[config.mk]
export PLATFORM = sky130hd
export DESIGN_NAME = blue_die_sprite_fetch
export DESIGN_NICKNAME = d
export VERILOG_FILES = /design/src/rtl/blue_die_sprite_fetch.sv
export SDC_FILE = /design/constraint.sdc
export NUM_CORES = 1
export LEC_CHECK = 0
export ABC_AREA = 1
export CELL_PAD_IN_SITES_DETAIL_PLACEMENT = 1
export CELL_PAD_IN_SITES_GLOBAL_PLACEMENT = 1
export CORE_MARGIN = 2
export CORE_UTILIZATION = 36
export DETAILED_ROUTE_END_ITERATION = 10
export GPL_TIMING_DRIVEN = 0
export HOLD_SLACK_MARGIN = 0.02
export PLACE_DENSITY = 0.93
export SLEW_MARGIN = 20
export SYNTH_ARGS = -nofsm -noshare
export SYNTH_HDL_FRONTEND = slang
export SYNTH_SLANG_ARGS = --single-unit
export TNS_END_PERCENT = 10
[constraint.sdc]
create_clock -name Clk -period 2.11 [get_ports Clk]
set_input_delay 0.422 -clock Clk [delete_from_list [all_inputs] [get_ports Clk]]
set_output_delay 0.422 -clock Clk [all_outputs]
set_load 0.02 [all_outputs]
[src/rtl/blue_die_sprite_fetch.sv]
// Blue-die sprite fetch: maps the VGA draw coordinate to a die sprite ROM
// address, aligns the returned palette index with an in-box flag, and runs
// the die-roll animation that selects the displayed face.
//
// state   | meaning
// IDLE    | face stable, waiting for roll_start
// ROLLING | face advances on each frame_tick until the last tick of the roll
// SETTLED | one-cycle done pulse after landing on the target face
module blue_die_sprite_fetch #(
  parameter int         DIE_W           = 32,
  parameter int         DIE_H           = 32,
  parameter int         ROLL_FRAMES     = 12,
  parameter logic [3:0] TRANSPARENT_IDX = 4'd0,
  parameter int         ADDR_W          = 13
) (
  input  logic              Clk,
  input  logic              Reset,
  input  logic              frame_tick,
  input  logic              roll_start,
  input  logic [2:0]        roll_value,
  input  logic [9:0]        die_x,
  input  logic [9:0]        die_y,
  input  logic [9:0]        DrawX,
  input  logic [9:0]        DrawY,
  output logic [ADDR_W-1:0] rom_addr,
  input  logic [3:0]        rom_data,
  output logic [3:0]        palette_index,
  output logic              pixel_on,
  output logic [2:0]        face,
  output logic              busy,
  output logic              done
);

  localparam int XW = $clog2(DIE_W);
  localparam int YW = $clog2(DIE_H);
  localparam int CW = $clog2(ROLL_FRAMES);
  localparam logic [10:0]   DIE_W11  = 11'(DIE_W);
  localparam logic [10:0]   DIE_H11  = 11'(DIE_H);
  localparam logic [CW-1:0] CNT_LAST = CW'(ROLL_FRAMES - 1);

  typedef enum logic [1:0] {
    IDLE    = 2'd0,
    ROLLING = 2'd1,
    SETTLED = 2'd2
  } state_t;

  state_t        state, state_nxt;
  logic [2:0]    face_nxt;
  logic [2:0]    target, target_nxt;
  logic [CW-1:0] roll_cnt, roll_cnt_nxt;

  logic              in_box, in_box_d1, in_box_d2;
  logic [10:0]       x_end, y_end;
  logic [XW-1:0]     dx;
  logic [YW-1:0]     dy;
  logic [2:0]        face_m1;
  logic [ADDR_W-1:0] row, addr_nxt;

  // Stage 1 address math; 11-bit compares so a die near column/row 1023 does not wrap.
  always_comb begin
    x_end    = {1'b0, die_x} + DIE_W11;
    y_end    = {1'b0, die_y} + DIE_H11;
    in_box   = ({1'b0, DrawX} >= {1'b0, die_x}) && ({1'b0, DrawX} < x_end) &&
               ({1'b0, DrawY} >= {1'b0, die_y}) && ({1'b0, DrawY} < y_end);
    // Power-of-2 sprite: the low bits of the difference are the offset mod size.
    dx       = DrawX[XW-1:0] - die_x[XW-1:0];
    dy       = DrawY[YW-1:0] - die_y[YW-1:0];
    face_m1  = face - 3'd1;
    row      = ADDR_W'(face_m1) * ADDR_W'(DIE_H) + ADDR_W'(dy);
    addr_nxt = row * ADDR_W'(DIE_W) + ADDR_W'(dx);
  end

  // Pixel pipeline registers: ROM address plus in-box flag delayed to match ROM latency.
  always_ff @(posedge Clk or posedge Reset) begin
    if (Reset) begin
      rom_addr  <= '0;
      in_box_d1 <= 1'b0;
      in_box_d2 <= 1'b0;
    end else begin
      rom_addr  <= addr_nxt;
      in_box_d1 <= in_box;
      in_box_d2 <= in_box_d1;
    end
  end

  // Stage 2 output masking: outside the box the index is forced to 0.
  always_comb begin
    palette_index = in_box_d2 ? rom_data : 4'd0;
    pixel_on      = in_box_d2 && (rom_data != TRANSPARENT_IDX);
  end

  // Roll FSM state register.
  always_ff @(posedge Clk or posedge Reset) begin
    if (Reset) begin
      state    <= IDLE;
      face     <= 3'd1;
      target   <= 3'd1;
      roll_cnt <= '0;
    end else begin
      state    <= state_nxt;
      face     <= face_nxt;
      target   <= target_nxt;
      roll_cnt <= roll_cnt_nxt;
    end
  end

  // Roll FSM next-state and outputs; face only moves on frame ticks.
  always_comb begin
    state_nxt    = state;
    face_nxt     = face;
    target_nxt   = target;
    roll_cnt_nxt = roll_cnt;
    busy         = 1'b0;
    done         = 1'b0;
    case (state)
      IDLE: begin
        if (roll_start) begin
          // Out-of-range roll values clamp to the nearest legal face.
          if (roll_value == 3'd0)      target_nxt = 3'd1;
          else if (roll_value == 3'd7) target_nxt = 3'd6;
          else                         target_nxt = roll_value;
          roll_cnt_nxt = '0;
          state_nxt    = ROLLING;
        end
      end
      ROLLING: begin
        busy = 1'b1;
        if (frame_tick) begin
          if (roll_cnt == CNT_LAST) begin
            face_nxt  = target;
            state_nxt = SETTLED;
          end else begin
            face_nxt     = (face == 3'd6) ? 3'd1 : face + 3'd1;
            roll_cnt_nxt = roll_cnt + 1'b1;
          end
        end
      end
      SETTLED: begin
        done      = 1'b1;
        state_nxt = IDLE;
      end
      default: state_nxt = IDLE;
    endcase
  end

endmodule

==> impl_metrics.tcl <==
set metrics [dict create \
    cp_data_arrival_time_ns 1.63 \
    fp.dieH_um 82.9 \
    nFillCells 763 \
    clk_latency_ns 0.28 \
    synth.net_count 371 \
    hold_start "in_box_d1" \
    critPathKind "input pin to output port" \
    drc 0 \
    clkTransAtPathRegs_ns 0.08 \
    root_buffer "clkbuf_8" \
    setup_viol 0 \
    wl_per_cell_um 13.1 \
    antenna_found_initial 0 \
    coreArea_um2 5960 \
    worst_slack_ns 0.0606 \
    placedCellCount 429 \
    r2r-start "face[0]" \
    final_max_slew_viol_count 0 \
    vias 2082 \
    mostFrequentLayoutCell "clkdlybuf4s50_1" \
    cellLeakagePower_uw 0.00162 \
    crit_start "rom_data[2]" \
    overflow 0 \
    fmax_ghz 0.488 \
    hold_buffers 0 \
    drive_above_1_share_pct 6.41 \
    routed_wl_um 5680 \
    io_pins 74 \
    slew_headroom_pct 30.3 \
    finalHoldViolCount 0 \
    grt_usage_pct 16.5 \
    yosys_warnings 0 \
    syn_avg_cell_area_um2 7.97 \
    ys_seq_elements 27 \
    grt_pass1_vias 2146 \
    critPathCaptureType "output port" \
    cts_max_path_buffers 2 \
    dieWidth_um 82.9 \
    portBuffers 73 \
    status "completed" \
    place_congestion 0.832 \
    synth_top_area_share_pct 27.9 \
    h-tree-depth 1 \
    cts.sinks 27 \
    final_nets 450 \
    worst_slew_pin_slew_ns 1.05 \
    placementRows 28 \
    hpwl_um 4860 \
    hold_slack_ns 0.387 \
    diodes 0 \
    place_worst_setup_slack_ns -0.255 \
    ir_drop_v 0.000566 \
    synth-seq-area-share_pct 30.3 \
    synth_area_leaders "dfrtp_1, ha_1, nand2_1" \
    grt_start_max_net_pins 28 \
    yosysTopAreaCell "dfrtp_1" \
    grt_pass1_wl_um 9570 \
    crit_path_start_kind "input pin" \
    drt_iter0_drc 29 \
    skew_ns 0.00970 \
    cts_made_buffers 3 \
    cts_tree "yes" \
    drtAntennaViolNets 0 \
    yosysUniqueCellTypes 36 \
    netlist_area_um2 2240 \
    p_per_area_nw_per_um2 788 \
    min_path_type "flop to flop" \
    period_share_pct 97.1 \
    fin_crit_ns 2.05 \
    maxCapViolations 0 \
    layout.cells.non_filler 434 \
    via_per_inst 4.80 \
    start_util_pct 37.6 \
    critPathRequiredTime_ns 1.69 \
    die_area_um2 6870 \
    cp_max_fo 2 \
    fin_util_pct 52.6 \
    area_delta_synth_final_pct 39.7 \
    first_pass_iters 4 \
    netlist_instances 281 \
    mostFrequentLayoutCells "clkdlybuf4s50_1, nand2_1, inv_1, ha_1, dfrtp_1" \
]
[Yosys cell counts (all sizes together)]
master / count
nand2: 68
inv: 56
ha: 37
dfrtp: 25
nor2: 24
a21oi: 13
nand3: 12
o21ai: 11
xor2: 10
xnor2: 4
dfstp: 2
fa: 2
nor3: 2
o31ai: 2
or2: 2
a21boi: 1
a21o: 1
a32o: 1
maj3: 1
mux2: 1
nand4: 1
o211ai: 1
o21a: 1
o221ai: 1
o22ai: 1
o41a: 1
[critical path, stage by stage]
cell	delay, ns
clkdlybuf4s50_1	0.43
o41a_1	0.44
dlygate4sd2_1	0.33
[registers in the layout (all words and copies together), names as in the netlist]
| name | count |
|---|---|
| in_box_d2 | 1 |
| state | 2 |
| in_box_d1 | 1 |
| rom_addr | 13 |
| target | 3 |
| face | 3 |
| roll_cnt | 4 |
[report_power, final]
part           leakage, µW  switching, µW  internal [µW]
clock network    0.0000228            161            135
logic              0.00127            737            597
registers         0.000320            130            707
total              0.00162           1030           1440
[cell families (layout without fill, tap and decap cells)]
| family | after synthesis | after routing | share of synthesized area (%) |
|---|---|---|---|
| XOR/XNOR | 14 | 14 | 5.47 |
| multiplexers | 1 | 1 | 0.502 |
| AO/OA/AOI/OAI | 34 | 34 | 10.1 |
| AND/OR/NAND/NOR | 109 | 109 | 21.4 |
| buffers and inverters | 56 | 134 | 9.38 |
| flip-flops | 27 | 27 | 30.3 |
| adder cells (fa/ha/maj) | 40 | 40 | 22.9 |
[per-stage QoR]
| step | area (µm²) | TNS (ns) | power (µW) |
|---|---|---|---|
| after floorplan | 2240 | 0 | 1650 |
| after global placement | 3070 | -0.319 | 2090 |
| after detailed placement | 3070 | -0.404 | 2180 |
| after CTS | 3110 | 0 | 2490 |
| after global routing | 3130 | -0.0148 | 2660 |
| final | 3130 | 0 | 2470 |
[final timing paths]
check                         endpoint  slack, ns  cells past startpoint
min in group asynchronous  rom_addr[4]       0.69                      2
hold / removal               in_box_d2       0.39                      0
setup reg to reg               face[1]       0.66                      7
hold reg to reg              in_box_d2       0.39                      0
max in group asynchronous  roll_cnt[0]       0.78                      2
setup / recovery              pixel_on       0.06                      3
[timing repair]
item | in CTS | in global routing
endpoints found under the setup margin | 1 | 1
gates resized for setup | 1 | 7
hold endpoints to repair | 0 | 0
setup buffers | 0 | 1
[metal layers]
metal	up-vias	routed length, µm	track usage [%]
li1	1042	-	-
met1	989	2310	18.4
met2	47	3170	33.4
met3	4	174	1.69
met4	0	21	2.68
met5	-	0	0
[cell type report]
| cell class | count | area, µm² | share of cell area (%) |
|---|---|---|---|
| multi-input combinational | 198 | 1360 | 43.5 |
| timing repair buffer | 74 | 742 | 23.7 |
| sequential | 27 | 678 | 21.7 |
| inverter | 56 | 210 | 6.71 |
| tap | 75 | 93.8 | 3.00 |
| clock buffer | 4 | 45.0 | 1.44 |
Power figures use the tool's default switching activity.
